===== config.mk =====
export PLATFORM = sky130hd
export DESIGN_NAME = rvsteel_spi_sequencer
export DESIGN_NICKNAME = d
export VERILOG_FILES = /design/src/rtl/rvsteel_spi_sequencer.sv
export SDC_FILE = /design/constraint.sdc
export NUM_CORES = 1
export LEC_CHECK = 0
export BUFFER_PORTS_ARGS = -buffer_cell sky130_fd_sc_hd__buf_2
export CAP_MARGIN = 20
export CORE_AREA = 2 2 87 89
export DETAILED_ROUTE_END_ITERATION = 10
export DIE_AREA = 0 0 89 91
export PLACE_DENSITY = 0.75
export SLEW_MARGIN = 20
export SYNTH_ARGS = -nofsm -noshare
export SYNTH_HDL_FRONTEND = slang
export SYNTH_SLANG_ARGS = --single-unit
export TNS_END_PERCENT = 1

===== constraint.sdc =====
create_clock -name clock -period 1.7 [get_ports clock]
set_input_delay 0.51 -clock clock [delete_from_list [all_inputs] [get_ports clock]]
set_output_delay 0.51 -clock clock [all_outputs]
set_load 0.005 [all_outputs]

===== src/rtl/rvsteel_spi_sequencer.sv =====
// rvsteel_spi_sequencer: drives the rvsteel SPI controller register port
// through configure / select / per-byte TX-poll-RX / deselect sequences.
module rvsteel_spi_sequencer #(
  parameter int LEN_WIDTH = 8
) (
  input  logic                 clock,
  input  logic                 reset,
  input  logic                 cmd_valid,
  output logic                 cmd_ready,
  input  logic [7:0]           cmd_cs,
  input  logic                 cmd_cpol,
  input  logic                 cmd_cpha,
  input  logic [7:0]           cmd_clock_div,
  input  logic [LEN_WIDTH-1:0] cmd_len,
  input  logic                 cmd_keep_cs,
  input  logic                 tx_valid,
  output logic                 tx_ready,
  input  logic [7:0]           tx_data,
  output logic                 rx_valid,
  input  logic                 rx_ready,
  output logic [7:0]           rx_data,
  output logic                 busy,
  output logic                 done,
  output logic [4:0]           spi_rw_address,
  output logic [7:0]           spi_write_data,
  output logic [3:0]           spi_write_strobe,
  output logic                 spi_write_request,
  input  logic                 spi_write_response,
  output logic                 spi_read_request,
  input  logic [31:0]          spi_read_data,
  input  logic                 spi_read_response
);

  localparam logic [4:0] A_CPOL = 5'h00;
  localparam logic [4:0] A_CPHA = 5'h04;
  localparam logic [4:0] A_CS   = 5'h08;
  localparam logic [4:0] A_DIV  = 5'h0C;
  localparam logic [4:0] A_TX   = 5'h10;
  localparam logic [4:0] A_RX   = 5'h14;
  localparam logic [4:0] A_BUSY = 5'h18;

  typedef enum logic [3:0] {
    S_IDLE, S_CPOL, S_CPHA, S_DIV, S_CS,
    S_GET_TX, S_TX, S_HOLD, S_POLL, S_RX,
    S_PUSH, S_END, S_DONE
  } state_t;

  state_t               state;
  logic                 cpha_q;
  logic [7:0]           div_q;
  logic [7:0]           cs_q;
  logic                 keep_q;
  logic [LEN_WIDTH-1:0] remaining;
  logic                 hold_cnt;

  logic unused_read_bits;
  assign unused_read_bits = ^spi_read_data[31:8];

  // Strobe marks the single valid byte lane of a write.
  assign spi_write_strobe = {3'b000, spi_write_request};

  // Sequencer FSM; every bus request is a one-cycle registered pulse.
  always_ff @(posedge clock) begin
    if (!reset) begin
      state             <= S_IDLE;
      cmd_ready         <= 1'b1;
      tx_ready          <= 1'b0;
      rx_valid          <= 1'b0;
      rx_data           <= 8'h00;
      busy              <= 1'b0;
      done              <= 1'b0;
      spi_rw_address    <= 5'h00;
      spi_write_data    <= 8'h00;
      spi_write_request <= 1'b0;
      spi_read_request  <= 1'b0;
      cpha_q            <= 1'b0;
      div_q             <= 8'h00;
      cs_q              <= 8'h00;
      keep_q            <= 1'b0;
      remaining         <= '0;
      hold_cnt          <= 1'b0;
    end else begin
      spi_write_request <= 1'b0;
      spi_read_request  <= 1'b0;
      done              <= 1'b0;
      unique case (state)
        S_IDLE: begin
          if (cmd_valid && cmd_ready) begin
            cpha_q            <= cmd_cpha;
            div_q             <= cmd_clock_div;
            cs_q              <= cmd_cs;
            keep_q            <= cmd_keep_cs;
            remaining         <= cmd_len;
            cmd_ready         <= 1'b0;
            busy              <= 1'b1;
            state             <= S_CPOL;
            spi_rw_address    <= A_CPOL;
            spi_write_data    <= {7'b0, cmd_cpol};
            spi_write_request <= 1'b1;
          end
        end
        S_CPOL: begin
          if (spi_write_response) begin
            state             <= S_CPHA;
            spi_rw_address    <= A_CPHA;
            spi_write_data    <= {7'b0, cpha_q};
            spi_write_request <= 1'b1;
          end
        end
        S_CPHA: begin
          if (spi_write_response) begin
            state             <= S_DIV;
            spi_rw_address    <= A_DIV;
            spi_write_data    <= div_q;
            spi_write_request <= 1'b1;
          end
        end
        S_DIV: begin
          if (spi_write_response) begin
            state             <= S_CS;
            spi_rw_address    <= A_CS;
            spi_write_data    <= cs_q;
            spi_write_request <= 1'b1;
          end
        end
        S_CS: begin
          if (spi_write_response) begin
            if (remaining == '0) begin
              state <= S_END;
              if (!keep_q) begin
                spi_rw_address    <= A_CS;
                spi_write_data    <= 8'hFF;
                spi_write_request <= 1'b1;
              end
            end else begin
              state    <= S_GET_TX;
              tx_ready <= 1'b1;
            end
          end
        end
        S_GET_TX: begin
          if (tx_valid) begin
            tx_ready          <= 1'b0;
            state             <= S_TX;
            spi_rw_address    <= A_TX;
            spi_write_data    <= tx_data;
            spi_write_request <= 1'b1;
          end
        end
        S_TX: begin
          if (spi_write_response) begin
            state    <= S_HOLD;
            hold_cnt <= 1'b0;
          end
        end
        S_HOLD: begin
          if (hold_cnt) begin
            state            <= S_POLL;
            spi_rw_address   <= A_BUSY;
            spi_read_request <= 1'b1;
          end else begin
            hold_cnt <= 1'b1;
          end
        end
        S_POLL: begin
          if (spi_read_response) begin
            if (spi_read_data[0]) begin
              spi_read_request <= 1'b1;
            end else begin
              state            <= S_RX;
              spi_rw_address   <= A_RX;
              spi_read_request <= 1'b1;
            end
          end
        end
        S_RX: begin
          if (spi_read_response) begin
            rx_data  <= spi_read_data[7:0];
            rx_valid <= 1'b1;
            state    <= S_PUSH;
          end
        end
        S_PUSH: begin
          if (rx_ready) begin
            rx_valid  <= 1'b0;
            remaining <= remaining - 1'b1;
            if (remaining == LEN_WIDTH'(1)) begin
              state <= S_END;
              if (!keep_q) begin
                spi_rw_address    <= A_CS;
                spi_write_data    <= 8'hFF;
                spi_write_request <= 1'b1;
              end
            end else begin
              state    <= S_GET_TX;
              tx_ready <= 1'b1;
            end
          end
        end
        S_END: begin
          if (keep_q || spi_write_response) begin
            state <= S_DONE;
            done  <= 1'b1;
          end
        end
        S_DONE: begin
          state     <= S_IDLE;
          cmd_ready <= 1'b1;
          busy      <= 1'b0;
        end
        default: state <= S_IDLE;
      endcase
    end
  end

endmodule


==> flow_metrics.py, run 1 <==
metrics = {
    "run_status": {
        "outcome": "finished with violations",
        "failed_checks": "setup timing",
    },
    "timing": {
        "finalClockSkew_ns": 0.007678,
        "maxClockFrequency_mhz": 529.3,
        "setup_tns_ns": -1.659,
        "rsz_0062_raised_after_global_routing": "yes",
        "setup_viol": 18,
        "timing.hold.ws_ns": 0.4046,
        "period_minus_slack_ns": 1.889,
        "timing_max_transition_violations_final": 0,
        "timing.final.hold_violations": 0,
        "fin_crit_sh_pct": 111.1,
        "post-route-worst-setup-slack_ns": -0.1894,
    },
    "layout": {
        "antenna_cells": 0,
        "nets": 595,
        "multi_input_comb_area_mm2": 0.001941,
        "area_growth_pct": 39.74,
        "post-route-util_pct": 62.45,
        "sequential_cell_area_mm2": 0.001154,
        "stdcell_area_mm2": 0.004457,
        "drive_above_1_share_pct": 38.24,
        "fill_cells": 644,
        "finish.cell_count_without_fillers": 622,
        "final_cell_mix": "76 x sky130_fd_sc_hd__buf_2, 64 x sky130_fd_sc_hd__buf_4, 60 x sky130_fd_sc_hd__nand2_1, 51 x sky130_fd_sc_hd__dfxtp_1, 31 x sky130_fd_sc_hd__a21oi_1",
        "final_common_cell": "sky130_fd_sc_hd__buf_2",
    },
    "cts": {
        "numCtsBuffers": 9,
        "cts_max_level": 3,
        "buffer_type_at_the_clock_tree_root": "sky130_fd_sc_hd__clkbuf_8",
        "clk-insertion-delay-late_ns": 0.34,
        "worst_setup_hold_path_clk_slew_ns": 0.07,
        "cts_buffer_depth": 2,
        "tritoncts": "built",
        "sink_count_of_the_clock_tree": 57,
    },
    "floorplanning": {
        "cell_rows": 31,
        "vertical_extent_of_the_die_um": 91,
        "die_x_um": 89,
        "design.portCount": 106,
        "floorplan.initialDensity_pct": 44.69,
        "fp.coreArea_mm2": 0.007137,
        "fp.dieArea_mm2": 0.008099,
    },
    "worst_setup_path": {
        "ff2ff_setup_slack_ns": -0.19,
        "timing.critical_path.cells": "or4_4, o32ai_2, o21a_1, and4bb_4, mux2i_1",
        "startpoint": "remaining[7]",
        "crit-reg2reg-launch": "remaining[7]",
        "cp_top_family": "simple AND/OR/NAND/NOR gates",
        "ws_path_type": "register to register",
        "worst_path_largest_cell_delay_ns": 0.55,
        "timing.critical_path.arrival_ns": 2.15,
        "timing.reg2reg.worst_path_depth": 5,
        "critical_path.slowest_cell": "sky130_fd_sc_hd__or4_4",
        "timing.critical_path.to_type": "register",
        "startpoint_type": "register",
        "setup.worst_path.end": "spi_rw_address[2]",
        "crit_path_max_fanout": 3,
        "crit_required_ns": 1.96,
        "r2r_end": "spi_rw_address[2]",
        "worstSetupPathDepth": 5,
        "timing.critical_path.buf_inv": 0,
    },
    "drt": {
        "detailedRoute.firstPassIterationCount": 4,
        "route.vias.total": 3325,
        "route.detailed.vias_per_inst": 5.346,
        "detailed_route_wire_length_mm": 8.955,
        "first_iter_violations": 215,
        "final_antenna_net_count": 0,
        "wl_per_cell_um": 14.40,
        "detail_route.drc_violations": 0,
    },
    "placement": {
        "dpl_worst_slack_ns": -0.2978,
        "last_weighted_congestion_value_of_the_routability_driven_placer": 0.8583,
        "detailed_place.area_mm2": 0.004023,
        "detailedPlacementHpwl_mm": 6.438,
        "io_buffers": 76,
        "placed_cells_incl_taps": 601,
    },
    "pwr": {
        "power_consumption_mw": 5.845,
        "cellPowerDensity_mw_per_mm2": 1311,
        "static-leakage-power_nw": 2.044,
        "peakVddDrop_uv": 709.0,
    },
    "yosys": {
        "ys_ff_latch": 57,
        "async_set_or_reset_flop_fraction_in_the_synthesized_netlist_pct": 0,
        "synthTopCellsByArea": "sky130_fd_sc_hd__dfxtp_1 36%, sky130_fd_sc_hd__nand2_1 7.2%, sky130_fd_sc_hd__a21oi_1 5.0%",
        "dominantRegCellSynth": "sky130_fd_sc_hd__dfxtp_1",
        "yosys.area.top_type": "sky130_fd_sc_hd__dfxtp_1",
        "post_synth_num_cell_types": 64,
        "cells_after_synth": 392,
        "yosysWarnings": 0,
        "synth.top_cell.area_share_pct": 35.78,
        "syn_area_per_cell_um2": 8.136,
        "ys_seq_area_share_pct": 35.78,
        "post_synth_instance_area_mm2": 0.003189,
        "count_of_flip_flops_with_a_built_in_enable_after_synthesis": 0,
    },
    "global_routing": {
        "number_of_antenna_violations_at_the_first_check_in_global_routing": 0,
        "vias_in_the_first_global_route": 3228,
        "grt_pass1_wl_mm": 14.61,
        "gr-usage-all-layers_pct": 22.80,
        "grt-ovfl-total": 0,
        "largest_net_degree_at_the_start_of_global_routing": 44,
    },
    "hold_path": {
        "timing.hold.worst.class": "input pin to register",
    },
    "run": {
        "max_cap_viol_count": 0,
    },
}
-- worst min-delay path: stages --
cell and delay, ns:
sky130_fd_sc_hd__buf_2 0.10, sky130_fd_sc_hd__nand2_1 0.04, sky130_fd_sc_hd__a21oi_1 0.05
-- cells in the mapped netlist (4+ instances only) --
master / count
sky130_fd_sc_hd__inv_1: 14
sky130_fd_sc_hd__buf_4: 6
sky130_fd_sc_hd__nor2_1: 20
sky130_fd_sc_hd__o21ai_0: 21
sky130_fd_sc_hd__nand2_1: 61
sky130_fd_sc_hd__o211a_1: 7
sky130_fd_sc_hd__mux2i_1: 16
sky130_fd_sc_hd__nor3_1: 5
sky130_fd_sc_hd__o211ai_1: 7
sky130_fd_sc_hd__a21oi_1: 32
sky130_fd_sc_hd__nor4_1: 4
sky130_fd_sc_hd__a21boi_0: 13
sky130_fd_sc_hd__clkbuf_1: 16
sky130_fd_sc_hd__o21a_1: 4
sky130_fd_sc_hd__o32ai_1: 4
sky130_fd_sc_hd__nand2b_1: 9
sky130_fd_sc_hd__buf_2: 10
sky130_fd_sc_hd__nor2b_1: 14
sky130_fd_sc_hd__dfxtp_1: 57
-- repair_timing --
action,4_1_cts,5_1_grt
setup buffers,5,0
pin swaps,7,3
hold buffers,0,0
endpoints found under the setup margin,43,26
resized for setup,27,17
-- metal layers --
layer / part of all wire [%] / track usage (%) / vias up
met5: 0 / 0 / -
met4: 2.3 / 9.701 / 0
met3: 5.9 / 4.000 / 20
met2: 48 / 36.75 / 122
met1: 44 / 29.55 / 1558
li1: - / - / 1625
-- where the power goes --
part	internal, mW	switching, mW	total [mW]
clock network	0.869	0.569	1.44
registers	1.63	0.186	1.82
logic	1.30	1.28	2.59
-- kinds of logic (layout without fill, tap and decap cells) --
kind of cell / count (synthesis) / in the layout / synth area share, %
simple gates: 147 / 147 / 25.15
compound gates: 116 / 116 / 24.68
flops: 57 / 57 / 35.78
buf+inv: 51 / 178 / 7.807
mux: 16 / 16 / 5.021
fa+ha+maj: 3 / 3 / 1.177
other cells: 1 / 5 / 0.1176
xor+xnor: 1 / 1 / 0.2747
-- layout make-up --
type | instances | share of cell area [%]
multi-input cells | 288 | 43.54
flip-flops and latches | 57 | 25.88
repair buffers | 148 | 21.50
clock buffers | 10 | 3.088
well taps | 99 | 2.779
clock inverters | 6 | 2.021
inverters | 14 | 1.179
-- worst min path at each step --
stage               end       from  depth (start not counted)
2_1_floorplan  div_q[0]   div_q[0]                          2
3_3_place_gp   rx_valid   rx_valid                          2
3_5_place_dp   rx_valid   rx_valid                          2
4_1_cts         cs_q[2]  cmd_cs[2]                          3
5_1_grt         cs_q[4]  cmd_cs[4]                          3
6_report        cs_q[1]  cmd_cs[1]                          3
-- flip-flops by register name, summed over array words and instances (netlist names) --
| name | cells |
|---|---|
| busy | 1 |
| div_q | 8 |
| hold_cnt | 1 |
| spi_write_data | 8 |
| cs_q | 8 |
| cpha_q | 1 |
| state | 4 |
| spi_write_request | 1 |
| cmd_ready | 1 |
| rx_valid | 1 |
| done | 1 |
| tx_ready | 1 |
| rx_data | 8 |
| keep_q | 1 |
| spi_read_request | 1 |
| spi_rw_address | 3 |
| remaining | 8 |
(Power assumes the default switching activity.)
==> run 2, diff against run 1 <==
Settings changed: PLACE_DENSITY 0.75 to unset, PLACE_DENSITY_LB_ADDON set to 0.25.
==> flow_metrics.py, run 2 (synthesized netlist as in run 1, its figures left out) <==
metrics = {
    "run_status": {
        "outcome": "finished with violations",
        "failed_checks": "setup timing",
    },
    "worst_setup_path": {
        "cp_top_family": "simple AND/OR/NAND/NOR gates",
        "critical_path.slowest_cell": "sky130_fd_sc_hd__or4_4",
        "worst_path_largest_cell_delay_ns": 0.55,
        "ws_path_type": "register to register",
        "timing.critical_path.cells": "or4_4, o32ai_2, o21a_1, and4bb_4, mux2i_1",
        "timing.critical_path.buf_inv": 0,
        "startpoint_type": "register",
        "timing.critical_path.to_type": "register",
        "crit_required_ns": 1.96,
        "timing.critical_path.arrival_ns": 2.11,
        "crit_path_max_fanout": 3,
    },
    "layout": {
        "post-route-util_pct": 63.17,
        "final_common_cell": "sky130_fd_sc_hd__buf_2",
        "area_growth_pct": 41.35,
        "final_cell_mix": "76 x sky130_fd_sc_hd__buf_2, 68 x sky130_fd_sc_hd__buf_4, 58 x sky130_fd_sc_hd__nand2_1, 50 x sky130_fd_sc_hd__dfxtp_1, 31 x sky130_fd_sc_hd__a21oi_1",
        "drive_above_1_share_pct": 38.97,
        "fill_cells": 639,
        "nets": 600,
        "antenna_cells": 0,
    },
    "drt": {
        "detail_route.drc_violations": 0,
        "route.detailed.vias_per_inst": 5.269,
        "route.vias.total": 3293,
        "first_iter_violations": 177,
        "final_antenna_net_count": 0,
        "wl_per_cell_um": 14.20,
        "detailedRoute.firstPassIterationCount": 5,
        "detailed_route_wire_length_mm": 8.878,
    },
    "timing": {
        "finalClockSkew_ns": 0.009862,
        "timing_max_transition_violations_final": 0,
        "post-route-worst-setup-slack_ns": -0.1526,
        "setup_viol": 18,
        "maxClockFrequency_mhz": 539.8,
        "period_minus_slack_ns": 1.853,
        "fin_crit_sh_pct": 109.0,
        "rsz_0062_raised_after_global_routing": "yes",
        "timing.final.hold_violations": 0,
    },
    "pwr": {
        "peakVddDrop_uv": 698.5,
        "cellPowerDensity_mw_per_mm2": 1289,
        "power_consumption_mw": 5.811,
        "static-leakage-power_nw": 2.058,
    },
    "floorplanning": {
        "fp.dieArea_mm2": 0.008099,
        "fp.coreArea_mm2": 0.007137,
        "floorplan.initialDensity_pct": 44.69,
        "die_x_um": 89,
        "cell_rows": 31,
        "design.portCount": 106,
        "vertical_extent_of_the_die_um": 91,
    },
    "cts": {
        "cts_max_level": 3,
        "cts_buffer_depth": 2,
        "worst_setup_hold_path_clk_slew_ns": 0.06,
        "tritoncts": "built",
        "buffer_type_at_the_clock_tree_root": "sky130_fd_sc_hd__clkbuf_8",
        "numCtsBuffers": 9,
        "sink_count_of_the_clock_tree": 57,
        "clk-insertion-delay-late_ns": 0.34,
    },
    "global_routing": {
        "vias_in_the_first_global_route": 3093,
        "grt-ovfl-total": 0,
        "largest_net_degree_at_the_start_of_global_routing": 44,
        "grt_use_met1_pct": 29.14,
        "gr-usage-all-layers_pct": 22.14,
        "grt_pass1_wl_mm": 14.05,
        "gr-usage-met3_pct": 4.455,
        "global_routing_usage_on_met2_pct": 35.20,
        "number_of_antenna_violations_at_the_first_check_in_global_routing": 0,
        "grt_most_used_layer": "met2",
    },
    "run": {
        "max_cap_viol_count": 0,
    },
    "placement": {
        "io_buffers": 76,
        "last_weighted_congestion_value_of_the_routability_driven_placer": 0.9312,
        "detailedPlacementHpwl_mm": 6.181,
    },
    "hold_path": {
        "timing.hold.worst.class": "input pin to register",
    },
}
run 2: area by class of cell:
cell class                 instances  area [um^2]  share of cell area, %
clock inverter                     2        37.54                 0.8326
multi-input combinational        288         1961                  43.49
clock buffer                      12        165.2                  3.664
tap                               99        123.9                  2.748
inverter                          14        52.55                  1.166
timing repair buffer             153         1008                  22.37
sequential                        57         1160                  25.73
run 2: repair_timing:
action / in CTS / in global routing
setup buffers: 4 / 0
hold buffers: 0 / 0
cloned: 1 / 0
endpoints found under the setup margin: 43 / 45
pin swaps: 9 / 3
gates resized for setup: 32 / 21
run 2: stage by stage:
step                      hold WS [ns]  setup WS (ns)  cells  area [um^2]  TNS, ns
after CTS                       0.4024        -0.1484    625         4427   -1.601
after global placement          0.4286        -0.2575    606         4073   -5.744
final                           0.4091        -0.1526    625         4508   -1.680
after global routing            0.4087        -0.2382    625         4508   -2.875
after detailed placement        0.4383        -0.2761    606         4073   -5.841
after floorplan                 0.4318        -0.1095    396         3212   -1.337
run 2: tightest hold or removal path, cell delays in order:
cell and delay (ns):
sky130_fd_sc_hd__buf_2 0.09, sky130_fd_sc_hd__nand2_1 0.05, sky130_fd_sc_hd__a21oi_1 0.05
run 2: routing by layer:
metal  up-vias  part of all wire [%]
met1      1529                    44
met3        15                   5.2
met4         0                   1.4
li1       1636                     -
met5         -                     0
met2       113                    49
run 2: where the power goes:
part | internal [mW] | switching [mW] | total [mW]
registers | 1.63 | 0.178 | 1.81
logic | 1.37 | 1.33 | 2.71
clock network | 0.780 | 0.512 | 1.29
total | 3.79 | 2.02 | 5.81
run 2: path summary, 6_finish.rpt:
check                     from           endpoint  slack, ns  cells after the start
setup / recovery  remaining[4]  spi_rw_address[2]      -0.15                      5
hold / removal       cmd_cs[2]            cs_q[2]       0.41                      3
setup reg to reg  remaining[4]  spi_rw_address[2]      -0.15                      5
hold reg to reg       rx_valid           rx_valid       0.44                      2
